===== config.mk =====
export PLATFORM = sky130hd
export DESIGN_NAME = alu_pipe_reg
export DESIGN_NICKNAME = d
export VERILOG_FILES = /design/src/rtl/alu_reg_pkg.sv /design/src/rtl/alu_pipe_stage.sv /design/src/rtl/alu_pipe_reg.sv
export SDC_FILE = /design/constraint.sdc
export NUM_CORES = 1
export LEC_CHECK = 0
export ABC_CLOCK_PERIOD_IN_PS = 1500
export BUFFER_PORTS_ARGS = -buffer_cell sky130_fd_sc_hd__buf_2
export CORE_MARGIN = 1.5
export CORE_UTILIZATION = 43
export DETAILED_ROUTE_END_ITERATION = 8
export GPL_ROUTABILITY_DRIVEN = 0
export PLACE_DENSITY_LB_ADDON = 0.15
export SETUP_SLACK_MARGIN = 0.3
export SKIP_CTS_REPAIR_TIMING = 1
export SYNTH_ARGS = -nofsm -noshare
export SYNTH_HDL_FRONTEND = slang
export SYNTH_SLANG_ARGS = --single-unit

===== constraint.sdc =====
create_clock -name clk -period 1.5 [get_ports clk]
set_clock_uncertainty 0.2 [all_clocks]
set_input_delay 0.15 -clock clk [delete_from_list [all_inputs] [get_ports clk]]
set_output_delay 0.15 -clock clk [all_outputs]
set_load 0.02 [all_outputs]

===== src/rtl/alu_reg_pkg.sv =====
// Shared definitions for the ALU output-register pipeline: payload layout and sizing.
package alu_reg_pkg;

  // Bit positions inside a stage payload {f, cout, ovf, zero, neg}.
  localparam int unsigned PL_NEG   = 0;
  localparam int unsigned PL_ZERO  = 1;
  localparam int unsigned PL_OVF   = 2;
  localparam int unsigned PL_COUT  = 3;
  localparam int unsigned PL_F_LSB = 4;

  // Payload width for a given ALU result width: result plus four flag bits.
  function automatic int unsigned pl_width(input int unsigned width);
    return width + 4;
  endfunction

endpackage


===== src/rtl/alu_pipe_stage.sv =====
// One pipeline stage: valid bit plus payload, loaded from upstream or cleared.
module alu_pipe_stage #(
  parameter int unsigned PW = 8
) (
  input  logic          clk,
  input  logic          reset_n,
  input  logic          load,
  input  logic          clear,
  input  logic          valid_d,
  input  logic [PW-1:0] payload_d,
  output logic          valid_q,
  output logic [PW-1:0] payload_q
);

  // Clear beats load; payload only moves when a real result arrives.
  always_ff @(posedge clk or negedge reset_n) begin
    if (!reset_n) begin
      valid_q   <= 1'b0;
      payload_q <= '0;
    end else begin
      if (clear) begin
        valid_q <= 1'b0;
      end else if (load) begin
        valid_q <= valid_d;
      end
      if (load && valid_d && !clear) begin
        payload_q <= payload_d;
      end
    end
  end

endmodule


===== src/rtl/alu_pipe_reg.sv =====
// Elastic DEPTH-stage output register for the ALU result with flags, sticky status and occupancy.
module alu_pipe_reg
  import alu_reg_pkg::*;
#(
  parameter int unsigned WIDTH = 4,
  parameter int unsigned DEPTH = 2
) (
  input  logic                       clk,
  input  logic                       reset_n,
  input  logic                       in_valid,
  output logic                       in_ready,
  input  logic [WIDTH-1:0]           alu_f_in,
  input  logic                       alu_cout_in,
  input  logic                       alu_ovf_in,
  input  logic                       flush,
  output logic                       out_valid,
  input  logic                       out_ready,
  output logic [WIDTH-1:0]           f,
  output logic                       cout,
  output logic                       zero,
  output logic                       neg,
  output logic                       ovf,
  output logic                       sticky_cout,
  output logic                       sticky_ovf,
  input  logic                       sticky_clr,
  output logic [$clog2(DEPTH+1)-1:0] occupancy
);

  localparam int unsigned PW    = pl_width(WIDTH);
  localparam int unsigned OCC_W = $clog2(DEPTH + 1);

  // Reject configurations that cannot build a pipeline.
  if (WIDTH < 1 || DEPTH < 1) begin : g_bad_cfg
    $error("alu_pipe_reg: WIDTH and DEPTH must both be at least 1");
  end

  logic [DEPTH-1:0]         stage_valid;
  logic [DEPTH-1:0][PW-1:0] stage_pl;
  logic [DEPTH:0]           ready_c;
  logic [PW-1:0]            cap_pl_c;
  logic                     accept_c;
  logic                     deliver_c;

  // Build the captured payload; zero/neg are derived here, never at the output.
  always_comb begin
    cap_pl_c                       = '0;
    cap_pl_c[PL_F_LSB +: WIDTH]    = alu_f_in;
    cap_pl_c[PL_COUT]              = alu_cout_in;
    cap_pl_c[PL_OVF]               = alu_ovf_in;
    cap_pl_c[PL_ZERO]              = (alu_f_in == '0);
    cap_pl_c[PL_NEG]               = alu_f_in[WIDTH-1];
  end

  // Combinational ready chain from the consumer back to the input; empty stages absorb bubbles.
  always_comb begin
    ready_c        = '0;
    ready_c[DEPTH] = out_ready;
    for (int i = int'(DEPTH) - 1; i >= 0; i--) begin
      ready_c[i] = !stage_valid[i] || ready_c[i+1];
    end
  end

  assign in_ready  = reset_n && ready_c[0];
  assign accept_c  = in_valid && in_ready && !flush;
  assign deliver_c = out_valid && out_ready;

  for (genvar g = 0; g < DEPTH; g++) begin : g_stage
    logic          v_d;
    logic [PW-1:0] pl_d;

    if (g == 0) begin : g_head
      assign v_d  = in_valid;
      assign pl_d = cap_pl_c;
    end else begin : g_body
      assign v_d  = stage_valid[g-1];
      assign pl_d = stage_pl[g-1];
    end

    alu_pipe_stage #(
      .PW(PW)
    ) u_stage (
      .clk      (clk),
      .reset_n  (reset_n),
      .load     (ready_c[g]),
      .clear    (flush),
      .valid_d  (v_d),
      .payload_d(pl_d),
      .valid_q  (stage_valid[g]),
      .payload_q(stage_pl[g])
    );
  end

  // Outputs come straight from the last stage's registers.
  assign out_valid = stage_valid[DEPTH-1];
  assign f         = stage_pl[DEPTH-1][PL_F_LSB +: WIDTH];
  assign cout      = stage_pl[DEPTH-1][PL_COUT];
  assign ovf       = stage_pl[DEPTH-1][PL_OVF];
  assign zero      = stage_pl[DEPTH-1][PL_ZERO];
  assign neg       = stage_pl[DEPTH-1][PL_NEG];

  // Occupancy tracks accepted minus delivered results; flush empties the pipe.
  always_ff @(posedge clk or negedge reset_n) begin
    if (!reset_n) begin
      occupancy <= '0;
    end else if (flush) begin
      occupancy <= '0;
    end else if (accept_c && !deliver_c) begin
      occupancy <= occupancy + OCC_W'(1);
    end else if (deliver_c && !accept_c) begin
      occupancy <= occupancy - OCC_W'(1);
    end
  end

  // Sticky status from delivered results; a set in the same cycle beats a clear.
  always_ff @(posedge clk or negedge reset_n) begin
    if (!reset_n) begin
      sticky_cout <= 1'b0;
      sticky_ovf  <= 1'b0;
    end else begin
      if (deliver_c && cout) begin
        sticky_cout <= 1'b1;
      end else if (sticky_clr) begin
        sticky_cout <= 1'b0;
      end
      if (deliver_c && ovf) begin
        sticky_ovf <= 1'b1;
      end else if (sticky_clr) begin
        sticky_ovf <= 1'b0;
      end
    end
  end

endmodule


==> summary.md <==
| Metric | Value |
|---|---|
| Main combinational cell family by area after synthesis | `multiplexers` |
| Synth cell types | `19` |
| Crit path DAT | `1240 ps` |
| Total overflow reported by the global router | `0` |
| Crit Path Class | `reg -> out` |
| Wire length per cell after detailed routing | `13.8 um` |
| Global-route wire length before repair | `approximately 2.3 mm` |
| ANT nets after route | `0` |
| Share of Yosys cell area claimed by the top area cell type | `0.597` |
| Number of vias per cell | `4.76` |
| First drt pass iteration count | `4` |
| Die width | `47.2 um` |
| Number of clock sinks | `20` |
| Number of CTS-inserted buffers | `3` |
| Total I/O pin count | `26` |
| Number of antenna cells inserted | `0` |
| Area share of fa/ha/maj cells after synthesis | `0` |
| Slew HR | `0.622` |
| Total power divided by cell area | `1120 mW/mm^2` |
| Mux cell area share after synthesis | `0.201` |
| Setup violators final | `8` |
| RR Startpoint | `g_stage[0].u_stage.valid_q` |
| Number of warning messages in the yosys log | `0` |
| Net count after synthesis | `between 70 and 80` |
| R2R depth | `4` |
| Clk Latency, worst-skew pair | `~300 ps` |
| WP data required | `around 1200 ps` |
| Static leakage | `0.683 nW` |
| Clock root cell | `sky130_fd_sc_hd__clkbuf_4` |
| Number of hold violations in the final report | `0` |
| Port bufs | `25` |
| Worst Setup Slack, final | `-85.9 ps` |
| DRC | `0` |
| Compound-Gate Fraction of Synth Area | `0.0537` |
| Max rail drop VDD | `0.000768 V` |
| Unrepaired setup endpoints after global routing | `yes` |
| Average footprint of a synthesized cell | `13.7 um^2` |
| Synth top area cells | `sky130_fd_sc_hd__dfrtp_1 60%, sky130_fd_sc_hd__mux2_2 20%, sky130_fd_sc_hd__nor3b_4 2.2%` |
| Starting density of the core | `0.470` |
| Slew Limit Fails | `0` |
| Die span in y | `47.2 um` |
| Max Clk Rate | `approximately 0.63 GHz` |
| Worst hold margin | `65.0 ps` |
| Maximum number of pins on one net before global-route repair | `14` |
| Overall via count from detail_route | `648` |
| Antenna violations before repair | `0` |
| Number of global-route vias before repair | `527` |
| DP Worst Slack | `-21.7 ps` |
| Die area | `0.00222 mm^2` |
| WL final | `~1.9 mm` |
| Number of synthesized register bits | `20` |
| H-Tree Depth | `1` |
| XOR/XNOR Fraction of Synth Area | `0` |
| Net count of the finished layout | `124` |
| Hold Crit Class | `in -> reg` |
| Max-cap violations | `0` |
| Share of the clock period used by the worst path after layout | `1.06` |
| Area fraction in and, or, nand and nor cells after synthesis | `0.134` |
| Fin crit period | `1590 ps` |
| Clock transition at the registers of the reported paths | `110 ps` |
| Hold Crit Depth | `3` |
| Startpoint of the tightest hold check path | `flush` |
| FP Rows | `15` |
| Share of cells above drive strength 1 | `0.568` |
| Detailed Route Iter0 Violations | `2` |
| Violated checks | `setup timing` |
| Biggest area consumer among synthesized cells | `sky130_fd_sc_hd__dfrtp_1` |
| Highest fanout seen on the critical path | `3` |
| Worst setup path startpoint | `g_stage[1].u_stage.valid_q` |
| Maximum clock path buffer count | `2` |
| DP HPWL | `1.17 mm` |
| CP Capture Type | `output port` |
| Register area share after synthesis | `0.597` |
| Total global routing track utilization | `0.148` |
| Layout area overhead | `64.6%` |
| Core Box Area | `between 0.0015 and 0.002 mm^2` |
| Total standard cell area after synthesis | `~840 um^2` |
| Post-synthesis instance total | `61` |
| Slew of the pin with the lowest slew margin | `565 ps` |
| Critical Path Source Type | `flip-flop` |
| Run status | `finished, violations left` |
| TritonCTS clock tree | `done` |
## per-layer routing
layer  up-vias  global-route usage  wire length (um)
li1        317                   -                 -
met1       313               0.191               863
met2        16               0.244               952
met3         2              0.0346                54
met4         0              0.0500                 4
met5         -                   0                 0
## synthesized netlist by cell type (all sizes together)
cell type / number
mux2: 15
nor2: 4
nand4: 1
nor2b: 2
and2: 2
a22o: 2
nand3b: 1
nor4: 1
inv: 1
dfrtp: 20
buf: 1
nand2: 3
a21oi: 2
o21ai: 2
nand3: 2
a21o: 1
nor3b: 1
## cells by family after synthesis
group | after synthesis
flip-flops | 20
AND/OR/NAND/NOR | 17
multiplexers | 15
AO/OA/AOI/OAI | 7
buffers and inverters | 2
## state kept, by name (all words and copies together), names as in the netlist
signal,flops
sticky_cout,1
occupancy,2
g_stage.u_stage.valid_q,2
sticky_ovf,1
g_stage.u_stage.payload_q,14
## layout by cell type, fill, tap and decap left out
cell type                        n
sky130_fd_sc_hd__dfrtp_1        18
sky130_fd_sc_hd__buf_6          16
sky130_fd_sc_hd__mux2_4         14
sky130_fd_sc_hd__dlygate4sd3_1  11
sky130_fd_sc_hd__buf_2          11
sky130_fd_sc_hd__buf_4           9
sky130_fd_sc_hd__nor2_1          4
sky130_fd_sc_hd__clkbuf_4        3
sky130_fd_sc_hd__nand3_1         2
sky130_fd_sc_hd__nand2_1         2
sky130_fd_sc_hd__a21oi_1         2
sky130_fd_sc_hd__a22o_1          2
sky130_fd_sc_hd__dfrtp_2         2
sky130_fd_sc_hd__nor2b_4         1
sky130_fd_sc_hd__nand2_2         1
sky130_fd_sc_hd__and2_4          1
sky130_fd_sc_hd__nor3b_4         1
sky130_fd_sc_hd__o21ai_0         1
sky130_fd_sc_hd__and2_2          1
sky130_fd_sc_hd__a21o_1          1
sky130_fd_sc_hd__nand3b_4        1
sky130_fd_sc_hd__nor4_1          1
sky130_fd_sc_hd__nor2b_1         1
sky130_fd_sc_hd__nand4_1         1
sky130_fd_sc_hd__o21ai_1         1
sky130_fd_sc_hd__mux2_2          1
sky130_fd_sc_hd__inv_1           1
sky130_fd_sc_hd__clkbuf_8        1
## worst max-delay path: stages, from the launching register on
cell and delay [ps]:
sky130_fd_sc_hd__dfrtp_2 370, sky130_fd_sc_hd__nor2b_4 190, sky130_fd_sc_hd__nand2_2 100, sky130_fd_sc_hd__and2_4 170
sky130_fd_sc_hd__buf_6 120
## where the power goes
part	internal [W]	leakage, nW	switching [W]	total, W
logic	0.000333	0.415	0.000202	0.000535
registers	0.000628	0.247	0.0000720	0.000700
clock network	0.000148	0.0210	0.000164	0.000312
## path summary, 6_finish.rpt
| path | slack (ps) | end |
|---|---|---|
| worst max-delay path | -90 | in_ready |
| min in group asynchronous | 220 | g_stage[1].u_stage.payload_q[1] |
| max in group asynchronous | 430 | g_stage[1].u_stage.payload_q[3] |
| worst min-delay path | 60 | occupancy[1] |
| worst min register to register | 330 | g_stage[1].u_stage.payload_q[4] |
| worst max register to register | -50 | occupancy[1] |
## area by class of cell
cell class / count / area [um^2]
Multi-Input combinational cell: 39 / 393
Sequential cell: 20 / 503
Clock buffer: 4 / 36.3
Timing Repair Buffer: 47 / 413
Fill cell: 112 / 403
Inverter: 1 / 3.75
Tap cell: 25 / 31.3
## through the flow
step                      std cells  area (um^2)  setup TNS, ps  utilization  power [W]
after floorplan                  61          851           -766            -   0.000891
after global placement          117         1050          -13.5        0.590    0.00101
after detailed placement        117         1050           -114        0.590    0.00102
after CTS                       121         1090           -439        0.611    0.00132
after global routing            136         1380           -640        0.774    0.00162
final                           136         1380           -196        0.774    0.00155
No activity file was read; power rests on OpenSTA's default activity.
